**src/rtl/axi_req_arbiter.sv**
```systemverilog
// rtl/axi_req_arbiter.sv - round-robin N:1 AXI request arbiter with independent read/write paths
//
// Shares one AXI master port among NumReq requesters. Reads and writes are
// arbitrated independently, round-robin, one outstanding transaction each.
// Ports:
//   clk_i       clock
//   rst_ni      asynchronous reset, active low
//   slv_req_i   request structs from the requesters
//   slv_resp_o  response structs to the requesters
//   mst_req_o   request struct to the shared master port
//   mst_resp_i  response struct from the shared master port

package ariane_axi;
    typedef struct packed {
        logic [3:0]  id;
        logic [31:0] addr;
        logic [7:0]  len;
    } aw_chan_t;

    typedef struct packed {
        logic [3:0]  id;
        logic [31:0] addr;
        logic [7:0]  len;
    } ar_chan_t;

    typedef struct packed {
        logic [31:0] data;
        logic [3:0]  strb;
        logic        last;
    } w_chan_t;

    typedef struct packed {
        logic [3:0] id;
        logic [1:0] resp;
    } b_chan_t;

    typedef struct packed {
        logic [3:0]  id;
        logic [31:0] data;
        logic [1:0]  resp;
        logic        last;
    } r_chan_t;

    typedef struct packed {
        aw_chan_t aw;
        logic     aw_valid;
        w_chan_t  w;
        logic     w_valid;
        logic     b_ready;
        ar_chan_t ar;
        logic     ar_valid;
        logic     r_ready;
    } req_t;

    typedef struct packed {
        logic    aw_ready;
        logic    ar_ready;
        logic    w_ready;
        logic    b_valid;
        b_chan_t b;
        logic    r_valid;
        r_chan_t r;
    } resp_t;
endpackage

module axi_req_arbiter #(
    parameter int unsigned NumReq = 2,
    parameter type         req_t  = ariane_axi::req_t,
    parameter type         resp_t = ariane_axi::resp_t
) (
    input  logic               clk_i,
    input  logic               rst_ni,
    input  req_t  [NumReq-1:0] slv_req_i,
    output resp_t [NumReq-1:0] slv_resp_o,
    output req_t               mst_req_o,
    input  resp_t              mst_resp_i
);
    localparam int unsigned IdxW = $clog2(NumReq);

    typedef logic [IdxW-1:0] idx_t;
    localparam idx_t LastIdx = idx_t'(NumReq - 1);

    typedef enum logic [1:0] {W_IDLE, W_AW, W_DATA, W_RESP} wr_state_e;
    typedef enum logic [1:0] {R_IDLE, R_AR, R_DATA} rd_state_e;

    wr_state_e         r_wr_state, w_wr_state_nxt;
    rd_state_e         r_rd_state, w_rd_state_nxt;
    idx_t              r_wgnt, w_wgnt_nxt;
    idx_t              r_rgnt, w_rgnt_nxt;
    idx_t              r_wr_rr, w_wr_rr_nxt;
    idx_t              r_rd_rr, w_rd_rr_nxt;
    logic [NumReq-1:0] w_aw_req;
    logic [NumReq-1:0] w_ar_req;

    function automatic idx_t incr(input idx_t i);
        return (i == LastIdx) ? '0 : i + idx_t'(1);
    endfunction

    // First requesting index starting at the rotation pointer, wrapping modulo NumReq.
    function automatic idx_t rr_pick(input logic [NumReq-1:0] v, input idx_t start);
        idx_t idx;
        idx_t pick;
        logic found;
        idx   = start;
        pick  = start;
        found = 1'b0;
        for (int i = 0; i < int'(NumReq); i++) begin
            if (!found && v[idx]) begin
                pick  = idx;
                found = 1'b1;
            end
            idx = incr(idx);
        end
        return pick;
    endfunction

    always_comb begin
        w_aw_req = '0;
        w_ar_req = '0;
        for (int i = 0; i < int'(NumReq); i++) begin
            w_aw_req[i] = slv_req_i[i].aw_valid;
            w_ar_req[i] = slv_req_i[i].ar_valid;
        end
    end

    always_comb begin
        w_wr_state_nxt = r_wr_state;
        w_rd_state_nxt = r_rd_state;
        w_wgnt_nxt     = r_wgnt;
        w_rgnt_nxt     = r_rgnt;
        w_wr_rr_nxt    = r_wr_rr;
        w_rd_rr_nxt    = r_rd_rr;
        mst_req_o      = '0;
        // Response payloads go to everyone; only the valids are steered by grant.
        for (int i = 0; i < int'(NumReq); i++) begin
            slv_resp_o[i]   = '0;
            slv_resp_o[i].b = mst_resp_i.b;
            slv_resp_o[i].r = mst_resp_i.r;
        end

        case (r_wr_state)
            W_IDLE: begin
                if (|w_aw_req) begin
                    w_wgnt_nxt     = rr_pick(w_aw_req, r_wr_rr);
                    w_wr_state_nxt = W_AW;
                end
            end
            W_AW: begin
                mst_req_o.aw                = slv_req_i[r_wgnt].aw;
                mst_req_o.aw_valid          = slv_req_i[r_wgnt].aw_valid;
                slv_resp_o[r_wgnt].aw_ready = mst_resp_i.aw_ready;
                if (slv_req_i[r_wgnt].aw_valid && mst_resp_i.aw_ready) begin
                    w_wr_state_nxt = W_DATA;
                end
            end
            W_DATA: begin
                mst_req_o.w                = slv_req_i[r_wgnt].w;
                mst_req_o.w_valid          = slv_req_i[r_wgnt].w_valid;
                slv_resp_o[r_wgnt].w_ready = mst_resp_i.w_ready;
                if (slv_req_i[r_wgnt].w_valid && mst_resp_i.w_ready && slv_req_i[r_wgnt].w.last) begin
                    w_wr_state_nxt = W_RESP;
                end
            end
            W_RESP: begin
                mst_req_o.b_ready          = slv_req_i[r_wgnt].b_ready;
                slv_resp_o[r_wgnt].b_valid = mst_resp_i.b_valid;
                if (mst_resp_i.b_valid && slv_req_i[r_wgnt].b_ready) begin
                    w_wr_rr_nxt    = incr(r_wgnt);
                    w_wr_state_nxt = W_IDLE;
                end
            end
            default: w_wr_state_nxt = W_IDLE;
        endcase

        case (r_rd_state)
            R_IDLE: begin
                if (|w_ar_req) begin
                    w_rgnt_nxt     = rr_pick(w_ar_req, r_rd_rr);
                    w_rd_state_nxt = R_AR;
                end
            end
            R_AR: begin
                mst_req_o.ar                = slv_req_i[r_rgnt].ar;
                mst_req_o.ar_valid          = slv_req_i[r_rgnt].ar_valid;
                slv_resp_o[r_rgnt].ar_ready = mst_resp_i.ar_ready;
                if (slv_req_i[r_rgnt].ar_valid && mst_resp_i.ar_ready) begin
                    w_rd_state_nxt = R_DATA;
                end
            end
            R_DATA: begin
                mst_req_o.r_ready          = slv_req_i[r_rgnt].r_ready;
                slv_resp_o[r_rgnt].r_valid = mst_resp_i.r_valid;
                if (mst_resp_i.r_valid && slv_req_i[r_rgnt].r_ready && mst_resp_i.r.last) begin
                    w_rd_rr_nxt    = incr(r_rgnt);
                    w_rd_state_nxt = R_IDLE;
                end
            end
            default: w_rd_state_nxt = R_IDLE;
        endcase
    end

    always_ff @(posedge clk_i or negedge rst_ni) begin
        if (!rst_ni) begin
            r_wr_state <= W_IDLE;
            r_rd_state <= R_IDLE;
            r_wgnt     <= '0;
            r_rgnt     <= '0;
            r_wr_rr    <= '0;
            r_rd_rr    <= '0;
        end else begin
            r_wr_state <= w_wr_state_nxt;
            r_rd_state <= w_rd_state_nxt;
            r_wgnt     <= w_wgnt_nxt;
            r_rgnt     <= w_rgnt_nxt;
            r_wr_rr    <= w_wr_rr_nxt;
            r_rd_rr    <= w_rd_rr_nxt;
        end
    end
endmodule

```
**config.mk**
```make
export PLATFORM = sky130hd
export DESIGN_NAME = axi_req_arbiter
export DESIGN_NICKNAME = d
export VERILOG_FILES = /design/src/rtl/axi_req_arbiter.sv
export SDC_FILE = /design/constraint.sdc
export NUM_CORES = 1
export LEC_CHECK = 0
export ABC_AREA = 1
export ABC_CLOCK_PERIOD_IN_PS = 2400
export BUFFER_PORTS_ARGS = -buffer_cell sky130_fd_sc_hd__buf_2
export CAP_MARGIN = 20
export CORE_AREA = 2 2 209 211
export DETAILED_ROUTE_END_ITERATION = 10
export DIE_AREA = 0 0 211 213
export PLACE_DENSITY_LB_ADDON = 0.1
export SKIP_CTS_REPAIR_TIMING = 1
export SLEW_MARGIN = 20
export SYNTH_ARGS = -nofsm -noshare
export SYNTH_HDL_FRONTEND = slang
export SYNTH_SLANG_ARGS = --single-unit
export TNS_END_PERCENT = 50
```
**constraint.sdc**
```tcl
create_clock -name clk_i -period 2.4 [get_ports clk_i]
set_input_delay 0.48 -clock clk_i [delete_from_list [all_inputs] [get_ports clk_i]]
set_output_delay 0.48 -clock clk_i [all_outputs]
set_load 0.01 [all_outputs]
```
== Word level (Yosys, flattened, before mapping) ==
Index checks and enable logic that the tools add are counted.

* Equal/unequal tests: 12
* Reductions and logical operators: 23
* Mux-type cells: 55
* Order comparisons: 8
* Add/sub/neg operators: 4

{| class="wikitable"
|+ Operator list
! cell !! number
|-
| $bwmux W100 || 5
|-
| $pmux W100 S3 || 1
|-
| $mux W130 || 2
|-
| $demux W50 S1 || 5
|-
| $pmux W100 S2 || 1
|-
| $mux W46 || 2
|-
| $mux W45 || 2
|-
| $mux W50 || 1
|-
| $mux W49 || 1
|-
| $mux W48 || 1
|-
| $mux W47 || 1
|-
| $mux W40 || 1
|-
| $mux W38 || 1
|-
| $mux W1 || 22
|-
| $mux W2 || 7
|-
| $ne A2 B2 Y1 const B || 7
|-
| $lt A1 B2 Y1 const B || 6
|-
| $logic_and A1 B1 Y1 || 11
|-
| $pmux W2 S4 || 1
|-
| $reduce_and A2 Y1 || 4
|-
| $eq A2 B2 Y1 const B || 3
|-
| $pmux W2 S3 || 1
|-
| $add A1 B1 Y1 const B || 4
|-
| $eq A2 B1 Y1 const B || 2
|-
| other kinds (6) || 10
|}

* Logic and storage cells: 108
* Input bits: 312
* Output and inout port bits: 230
* Register bits after elaboration: 8

== Depth between registers and ports, before layout ==
Gate-level depths: netlist of the first run.

* Depth after elaboration: 8
* Mapped depth: 9
* Gate-level depth less buffers: 8

== Worst setup path before layout of the first run ==
OpenSTA, ideal clock, no wires.

* Kind: reg2out
* Start point: register r_rd_state[0]
* End point: output slv_resp_o[50] (netlist name)
* Cell stages (with the launch flop): 9
* Arrival: 1.524 ns
* Data required time: 1.920 ns
* Buffers on the path: 3
* Slack: 0.396 ns
* Path through: dfrtp_1 -> inv_1 -> ha_1 -> nand3_1 -> buf_4 -> buf_4 -> nand2_1 -> nor2_1 -> buf_4

{| class="wikitable"
|+ RTL lines
! element !! RTL line !! source
|-
| start, declared || 87 || <nowiki>rd_state_e r_rd_state, w_rd_state_nxt;</nowiki>
|-
| start signal, assigned || 212 || <nowiki>r_rd_state <= w_rd_state_nxt;</nowiki>
|-
| end, declared || 74 || <nowiki>output resp_t [NumReq-1:0] slv_resp_o,</nowiki>
|}

==> results of run 1 <==
worst max-delay path: stages (launching register included):
cell	delay, ns
dfrtp_1	0.39
buf_4	0.14
ha_2	0.18
inv_4	0.05
nand2_2	0.06
nor3_4	0.21
buf_12	0.15
clkbuf_16	0.19
nor2_1	0.06
buf_2	0.15
layout make-up:
cell class / instances / area (um^2)
sequential: 8 / 202.7
multi-input combinational: 549 / 2470
tap: 546 / 683.2
timing repair buffer: 566 / 3073
clock buffer: 4 / 78.83
fill: 5127 / 36090
inverter: 23 / 88.84
antenna: 2 / 5.005
metrics by stage:
stage          setup TNS [ns]  utilization  setup slack, ns
6_report                    0       0.1546          0.09500
5_1_grt               -0.1382       0.1546         -0.02386
4_1_cts               -0.1060       0.1492         -0.03635
3_5_place_dp                0       0.1473           0.2155
3_3_place_gp                0       0.1473           0.2231
2_1_floorplan               0            -           0.3957
sequential cells by signal, summed over array words and instances, names as in the netlist:
signal and count:
r_rd_rr 1, r_rd_state 2, r_rgnt 1, r_wgnt 1
r_wr_rr 1, r_wr_state 2
layout by cell type (no fill, tap or decap), types with 7 or more instances in the layout:
master	count
buf_2	541
buf_12	7
nand3_1	13
o21ai_0	49
buf_4	13
inv_1	16
clkbuf_16	7
a21oi_1	82
nor2_1	140
nand2_1	231
layer usage:
metal  global-route usage  routed length (um)
met5                    0                  23
met4             0.006557                  60
met3              0.01133                1011
met2               0.1793               13940
met1               0.1160               10190
where the power goes:
| part | total [mW] | internal (mW) | leakage (nW) | switching (mW) |
|---|---|---|---|---|
| combinational | 7.40 | 2.84 | 3.84 | 4.56 |
| clock | 0.301 | 0.223 | 0.0382 | 0.0785 |
| sequential | 0.269 | 0.207 | 0.0965 | 0.0618 |
| total | 7.97 | 3.27 | 3.98 | 4.70 |
cell families (layout without fill, tap and decap cells):
kind of cell    after synthesis  count (layout)  share of synthesized area
simple gates                403             403                     0.4759
buf+inv                     119             593                     0.2193
fa+ha+maj                     8               8                    0.03014
flops                         8               8                    0.06029
other cells                   0               2                          0
compound gates              138             138                     0.2144
cells in the mapped netlist:
library cell and n:
o21a_1 1, nor2_1 144, inv_1 20, ha_1 8, a21oi_2 2, nand2_1 231
dfrtp_1 8, o21ai_2 1, buf_6 6, a21oi_1 82, buf_2 15, nand4_1 4
o211ai_1 1, nor3_1 4, nand2_4 1, nand3_1 14, o21ai_0 49, nand2_2 2
nand3_2 1, o21ai_1 1, nor3b_1 1, clkbuf_1 16, a32o_1 1, buf_1 1
nor3_4 1, inv_2 3, buf_4 58
path summary, 6_finish.rpt:
check                                           from                         to  slack [ns]  depth (start not counted)
max in group asynchronous                     rst_ni  r_rd_state[0]$_DFFE_PN0P_        2.07                          1
min reg2reg                      r_rd_rr$_DFFE_PN0P_        r_rd_rr$_DFFE_PN0P_        0.49                          2
min in group clk_i               r_rd_rr$_DFFE_PN0P_        r_rd_rr$_DFFE_PN0P_        0.49                          2
min                                           rst_ni        r_wr_rr$_DFFE_PN0P_        0.11                          1
max                        r_wr_state[1]$_DFFE_PN0P_             slv_resp_o[12]         0.1                          9
max reg2reg                       r_wgnt$_DFFE_PN0P_  r_wr_state[0]$_DFFE_PN0P_        0.83                          7
==> results.ini, run 1 <==
[timing]
fmax_mhz=433.8
finalHoldViolations=0
fin_crit_ns=2.305
slew_headroom=0.7098
setup_viol=0
slew_viol_final=0
min_period_over_period=0.9604
skew_ns=0.0003724
whs_ns=0.1056
tightest_slew_ns=0.4353

[clock_tree]
clkTransAtPathRegs_ns=0.04
clock_latency_ns=0.23
cts_buffer_depth=2
cts_tree=yes
htreeDepth=1
root_buffer=clkbuf_16
numCtsBuffers=3
cts.sinks=8

[run_status]
status=finished, final reports clean

[power]
irDropWorstVdd_uv=544.0
p_total_mw=7.968
power_density_mw_per_mm2=1207
p_leak_nw=3.975

[synth]
synth_nets=996
synth_top_area_frac=0.2611
yosysSeqAreaShare=0.06029
syn-instance-count=676
avgSynthCellArea_um2=4.912
ys_warn_count=0
synth_area_mm2=0.003321
synth_area_leaders=nand2_1 26%, nor2_1 16%, buf_4 13%
synth_top_cell_by_area=nand2_1
ys_ff_latch=8
synth_cell_types=27

[floorplanning]
rows=76
start_util=0.07778
die_w_um=211
die_area_mm2=0.04494
coreArea_mm2=0.04270
pin_count=542
die_y_um=213

[grt]
grt.overflow.total=0
first_global_vias=5110
grt_pass1_wl_um=32510
grt_usage=0.09373
antenna_found_initial=4
grt_max_degree=56

[final_layout]
stdcell_count=1698
final_nets=1471
stdcell_area_mm2=0.006601
drive_gt1_frac=0.5209
areaGrowthSynthToFinish_pct=98.79

[place]
dp.cells=1684
dp_hpwl_um=20130
dpl-instance-area_mm2=0.006291
io_buffers=541
gp_congestion=0.8204

[routing]
via_count=5819
drt-vias-per-instance=3.427
drt_wl_total_um=25230
drt_iter0_markers=259
ant_nets=0
drc=0
first_pass_iters=5
wire_per_inst_um=14.86

[critical_path]
crit_required_ns=1.92
start_kind=flip-flop
path_max_fanout=22
path_class=flip-flop to primary output
arrival_ns=1.82
end_kind=primary output

[run]
maxCapViolations=0

[min_path]
min_path_type=input pin to asynchronous set/reset pin

No activity file was read; power rests on OpenSTA's default activity.
==> run 2, diff against run 1 <==
ABC_CLOCK_PERIOD_IN_PS = 2700   (was 2400)
CORE_AREA = 2 2 208 210   (was 2 2 209 211)
CTS_BUF_LIST = sky130_fd_sc_hd__clkbuf_16   (was default)
DIE_AREA = 0 0 210 212   (was 0 0 211 213)
clock period = 2.7 ns   (was 2.4 ns; I/O delays follow)
==> run 2 against run 1 <==
Compared with the run above: register-to-register slack gained 0.10 ns; worst setup slack gained 0.074 ns; global-route usage is essentially flat; sequential share of layout area grew 0.10 points; non-clock buffer count shrank 11; clock-buffer cell count shrank 1; first-iteration DRC count grew 12%; core utilization shrank 0.53 points; critical path depth shrank 1; critical endpoint is now slv_resp_o[29]; largest cell class unchanged.
==> results.ini, run 2 (synthesis results as in run 1) <==
[floorplanning]
die_area_mm2=0.04452
die_w_um=210
pin_count=542
coreArea_mm2=0.04251
die_y_um=212
start_util=0.07812
rows=76

[final_layout]
stdcell_count=1685
largestRegisters=r_rd_state (2), r_wr_state (2)
final_common_cell=buf_2
drive_gt1_frac=0.5013
fill_cells=5119
final_cell_mix=541 x buf_2, 231 x nand2_1, 144 x nor2_1, 82 x a21oi_1, 49 x o21ai_0
areaGrowthSynthToFinish_pct=91.15
final_nets=1460
multi_input_area_mm2=0.002397
seq_area_um2=201.4
n_antenna_cell=0
stdcell_area_mm2=0.006347

[place]
dp.cells=1681
io_buffers=541
post-place-ws_ns=0.3654
gp_congestion=0.7594
dpl-instance-area_mm2=0.006269
dp_hpwl_um=19900

[grt]
grt_pass1_wl_um=32150
antenna_found_initial=3
first_global_vias=5125
grt_max_degree=78
grt.overflow.total=0
grt_usage=0.09384

[critical_path]
cp-startpoint=r_wr_state[0]$_DFFE_PN0P_
worstReg2RegEnd=r_wr_state[1]$_DFFE_PN0P_
path_max_fanout=45
crit_required_ns=2.16
r2r_start=r_wgnt$_DFFE_PN0P_
path_class=flip-flop to primary output
arrival_ns=1.99
end_kind=primary output
reg2reg_slack_ns=0.93
r2r_cells=8
start_kind=flip-flop

[clock_tree]
htreeDepth=1
clkTransAtPathRegs_ns=0.04
root_buffer=clkbuf_16
numCtsBuffers=3
cts.sinks=8
cts_tree=yes
cts_buffer_depth=2
clock_latency_ns=0.23

[timing]
fin_crit_ns=2.531
min_period_over_period=0.9376
setup_viol=0
slew_headroom=0.6265
slew_viol_final=0
setup_ws_ns=0.1685
grt_setup_unrepaired=no
fin_setup_tns_ns=0
skew_ns=0.0003785
fmax_mhz=395.0
tightest_slew_ns=0.5544
finalHoldViolations=0

[routing]
wire_per_inst_um=14.04
drc=0
drt_wl_total_um=23660
drt_iter0_markers=289
drt-vias-per-instance=3.393
via_count=5717
ant_nets=0
first_pass_iters=4

[power]
power_density_mw_per_mm2=1014
p_leak_nw=3.890
p_total_mw=6.439
irDropWorstVdd_uv=332.0

[min_path]
min_path_type=input pin to asynchronous set/reset pin

[run]
maxCapViolations=0

[run_status]
status=finished, final reports clean

==> run 2: cell types whose count changed in the layout (fill, tap and decap cells not counted), sizes merged <==
cell	before	now
diode	2	0
clkbuf	8	3
buf	562	555
inv	23	24
==> run 2: worst max path at each step <==
stage	endpoint	slack (ns)	cells past startpoint
after global routing	slv_resp_o[77]	0.02	8
after CTS	slv_resp_o[77]	0.11	8
after global placement	slv_resp_o[77]	0.40	8
after detailed placement	slv_resp_o[77]	0.37	8
final	slv_resp_o[29]	0.17	8
after floorplan	slv_resp_o[50]	0.64	8
==> run 2: metal layers <==
| metal | part of all wire | wire [um] | track usage |
|---|---|---|---|
| met5 | 0.0018 | 43 | 0 |
| met4 | 0.0032 | 76 | 0.004402 |
| met3 | 0.043 | 1026 | 0.01211 |
| met2 | 0.55 | 12900 | 0.1827 |
| met1 | 0.41 | 9610 | 0.1142 |
==> run 2: worst max-delay path, stage by stage, from the launching register on <==
cell and delay [ns]:
dfrtp_1 0.38, inv_1 0.10, ha_1 0.22, inv_2 0.22, nand2_2 0.12, nor3_4 0.16, buf_12 0.22, nor2_1 0.14
buf_2 0.16
==> run 2: area by class of cell <==
| class | instances | area share |
|---|---|---|
| repair buffers | 555 | 0.4569 |
| multi-input cells | 549 | 0.3777 |
| well taps | 546 | 0.1076 |
| flip-flops and latches | 8 | 0.03174 |
| inverters | 23 | 0.01360 |
| clock buffers | 3 | 0.01183 |
| clock inverters | 1 | 0.0005914 |
==> run 2: report_power, final <==
group / switching, mW / total, mW / internal (mW)
Sequential: 0.0745 / 0.257 / 0.182
Combinational: 3.80 / 5.93 / 2.13
Clock: 0.0622 / 0.256 / 0.193
Total: 3.93 / 6.44 / 2.51
==> run 2: per-stage QoR <==
step                hold WS [ns]  utilization
floorplan                 0.2444            -
global placement          0.4346       0.1475
detailed placement        0.4326       0.1475
CTS                       0.1861       0.1493
global route              0.1839       0.1493
finish                    0.1700       0.1493
==> run 3, diff against run 2 <==
RECOVER_POWER = 50   (was default)
==> run 3 against run 2 <==
Compared with the run above: sequential share of layout area is 0.083 points higher; design area fell by 2.6%; clock skew is essentially flat; total power fell by 3.1%; first-iteration DRC count is 5.5% lower; largest cell class unchanged; non-clock buffer count stayed put; via count is 0.63% lower; maximum frequency is 0.41% higher; sequential power is essentially flat; critical path depth is the same; register-to-register slack worse by 0.02 ns.
==> results.ini, run 3 (synthesis results as in run 1) <==
[routing]
drt_wl_total_um=23690
drt_iter0_markers=273
drt-vias-per-instance=3.372
drc=0
first_pass_iters=4
wire_per_inst_um=14.06
ant_nets=0
via_count=5681

[place]
gp_congestion=0.7594
io_buffers=541
post-place-ws_ns=0.3654
dp_hpwl_um=19900

[critical_path]
cp_slowest_cell=dfrtp_1
path_class=flip-flop to primary output
slowest_delay_ns=0.38
crit_required_ns=2.16
arrival_ns=1.98
start_kind=flip-flop
r2r_cells=6
path_max_fanout=45
worstPathCellList=inv_1, ha_1, inv_2, nand2_2, nor3_4, buf_12, nor2_1, buf_2
r2r_start=r_rgnt$_DFFE_PN0P_
worstReg2RegEnd=r_rd_state[0]$_DFFE_PN0P_
reg2reg_slack_ns=0.91
end_kind=primary output

[power]
p_total_mw=6.241
swShare=0.6295
seq_power_share=0.041
irDropWorstVdd_uv=331.3
p_comb_frac=0.918
p_int_mw=2.312
pwr-share-clk=0.041
switching_power_mw=3.928
power_density_mw_per_mm2=1009
p_leak_nw=3.489

[grt]
first_global_vias=5125
grt_usage=0.09384
antenna_found_initial=3
grt_pass1_wl_um=32150
grt.overflow.total=0
grt_max_degree=78

[run_status]
status=finished, final reports clean

[clock_tree]
clock_latency_ns=0.23
root_buffer=clkbuf_16
cts_buffer_depth=2
cts_tree=yes
cts.sinks=8
htreeDepth=1
clkTransAtPathRegs_ns=0.04
numCtsBuffers=3

[run]
maxCapViolations=0

[timing]
setup_viol=0
grt_setup_unrepaired=no
tightest_slew_ns=0.5822
fmax_mhz=396.7
finalHoldViolations=0
setup_ws_ns=0.1789
fin_setup_tns_ns=0
min_period_over_period=0.9337
slew_headroom=0.6119
fin_crit_ns=2.521
slew_viol_final=0
skew_ns=0.0003787

[floorplanning]
coreArea_mm2=0.04251
die_w_um=210
die_area_mm2=0.04452
pin_count=542
rows=76
start_util=0.07812
die_y_um=212

[final_layout]
final_common_cell=buf_2
largestRegisters=r_rd_state (2), r_wr_state (2)
areaGrowthSynthToFinish_pct=86.25
final_nets=1460
final_cell_mix=443 x buf_2, 231 x nand2_1, 144 x nor2_1, 98 x clkbuf_1, 83 x a21oi_1
n_antenna_cell=0
drive_gt1_frac=0.4135

[min_path]
min_path_type=input pin to asynchronous set/reset pin

[run 3: metrics by stage]
step / std cells / area (um^2) / util / hold slack (ns)
finish: 1685 / 6185 / 0.1455 / 0.2828
global route: 1685 / 6185 / 0.1455 / 0.3334
CTS: 1685 / 6347 / 0.1493 / 0.1861
detailed placement: 1681 / 6269 / 0.1475 / 0.4326
global placement: 1681 / 6269 / 0.1475 / 0.4346
floorplan: 676 / 3321 / - / 0.2444
[run 3: final cells by class]
class	instances	area (um^2)
Inverter	23	86.33
Clock inverter	1	3.754
Fill cell	5180	36320
Tap cell	546	683.2
Clock buffer	3	75.07
Multi-Input combinational cell	549	2390
Timing Repair Buffer	555	2745
Sequential cell	8	201.4
[run 3: how the worst max path moves through the flow]
stage               slack (ns)                       from              to
floorplan                 0.64  r_rd_state[0]$_DFFE_PN0P_  slv_resp_o[50]
global placement          0.40  r_wr_state[0]$_DFFE_PN0P_  slv_resp_o[77]
detailed placement        0.37  r_wr_state[0]$_DFFE_PN0P_  slv_resp_o[77]
CTS                       0.11  r_wr_state[0]$_DFFE_PN0P_  slv_resp_o[77]
global route              0.02  r_wr_state[0]$_DFFE_PN0P_  slv_resp_o[77]
finish                    0.18  r_wr_state[0]$_DFFE_PN0P_  slv_resp_o[91]
[run 3: power groups by stage]
stage          registers [mW]  logic [mW]  clock network, mW
6_report                0.256        5.73              0.256
5_1_grt                 0.272        6.40              0.274
4_1_cts                 0.261        6.07              0.265
3_5_place_dp            0.262        6.06                  0
3_3_place_gp            0.263        6.15                  0
2_1_floorplan           0.218        4.10                  0
[run 3: worst max-delay path, delay by kind of cell, from the launching register on]
family / cells / cell delay (ns)
buffers and inverters: 4 / 0.70
AND/OR/NAND/NOR: 3 / 0.40
flip-flops: 1 / 0.38
adder cells (fa/ha/maj): 1 / 0.22
[run 3: per-layer routing]
layer,track usage,up-vias,share of wire
met1,0.1142,2474,0.41
met2,0.1827,181,0.55
met4,0.004402,6,0.0030
met5,0,-,0.0018
li1,-,3012,-
met3,0.01211,8,0.042
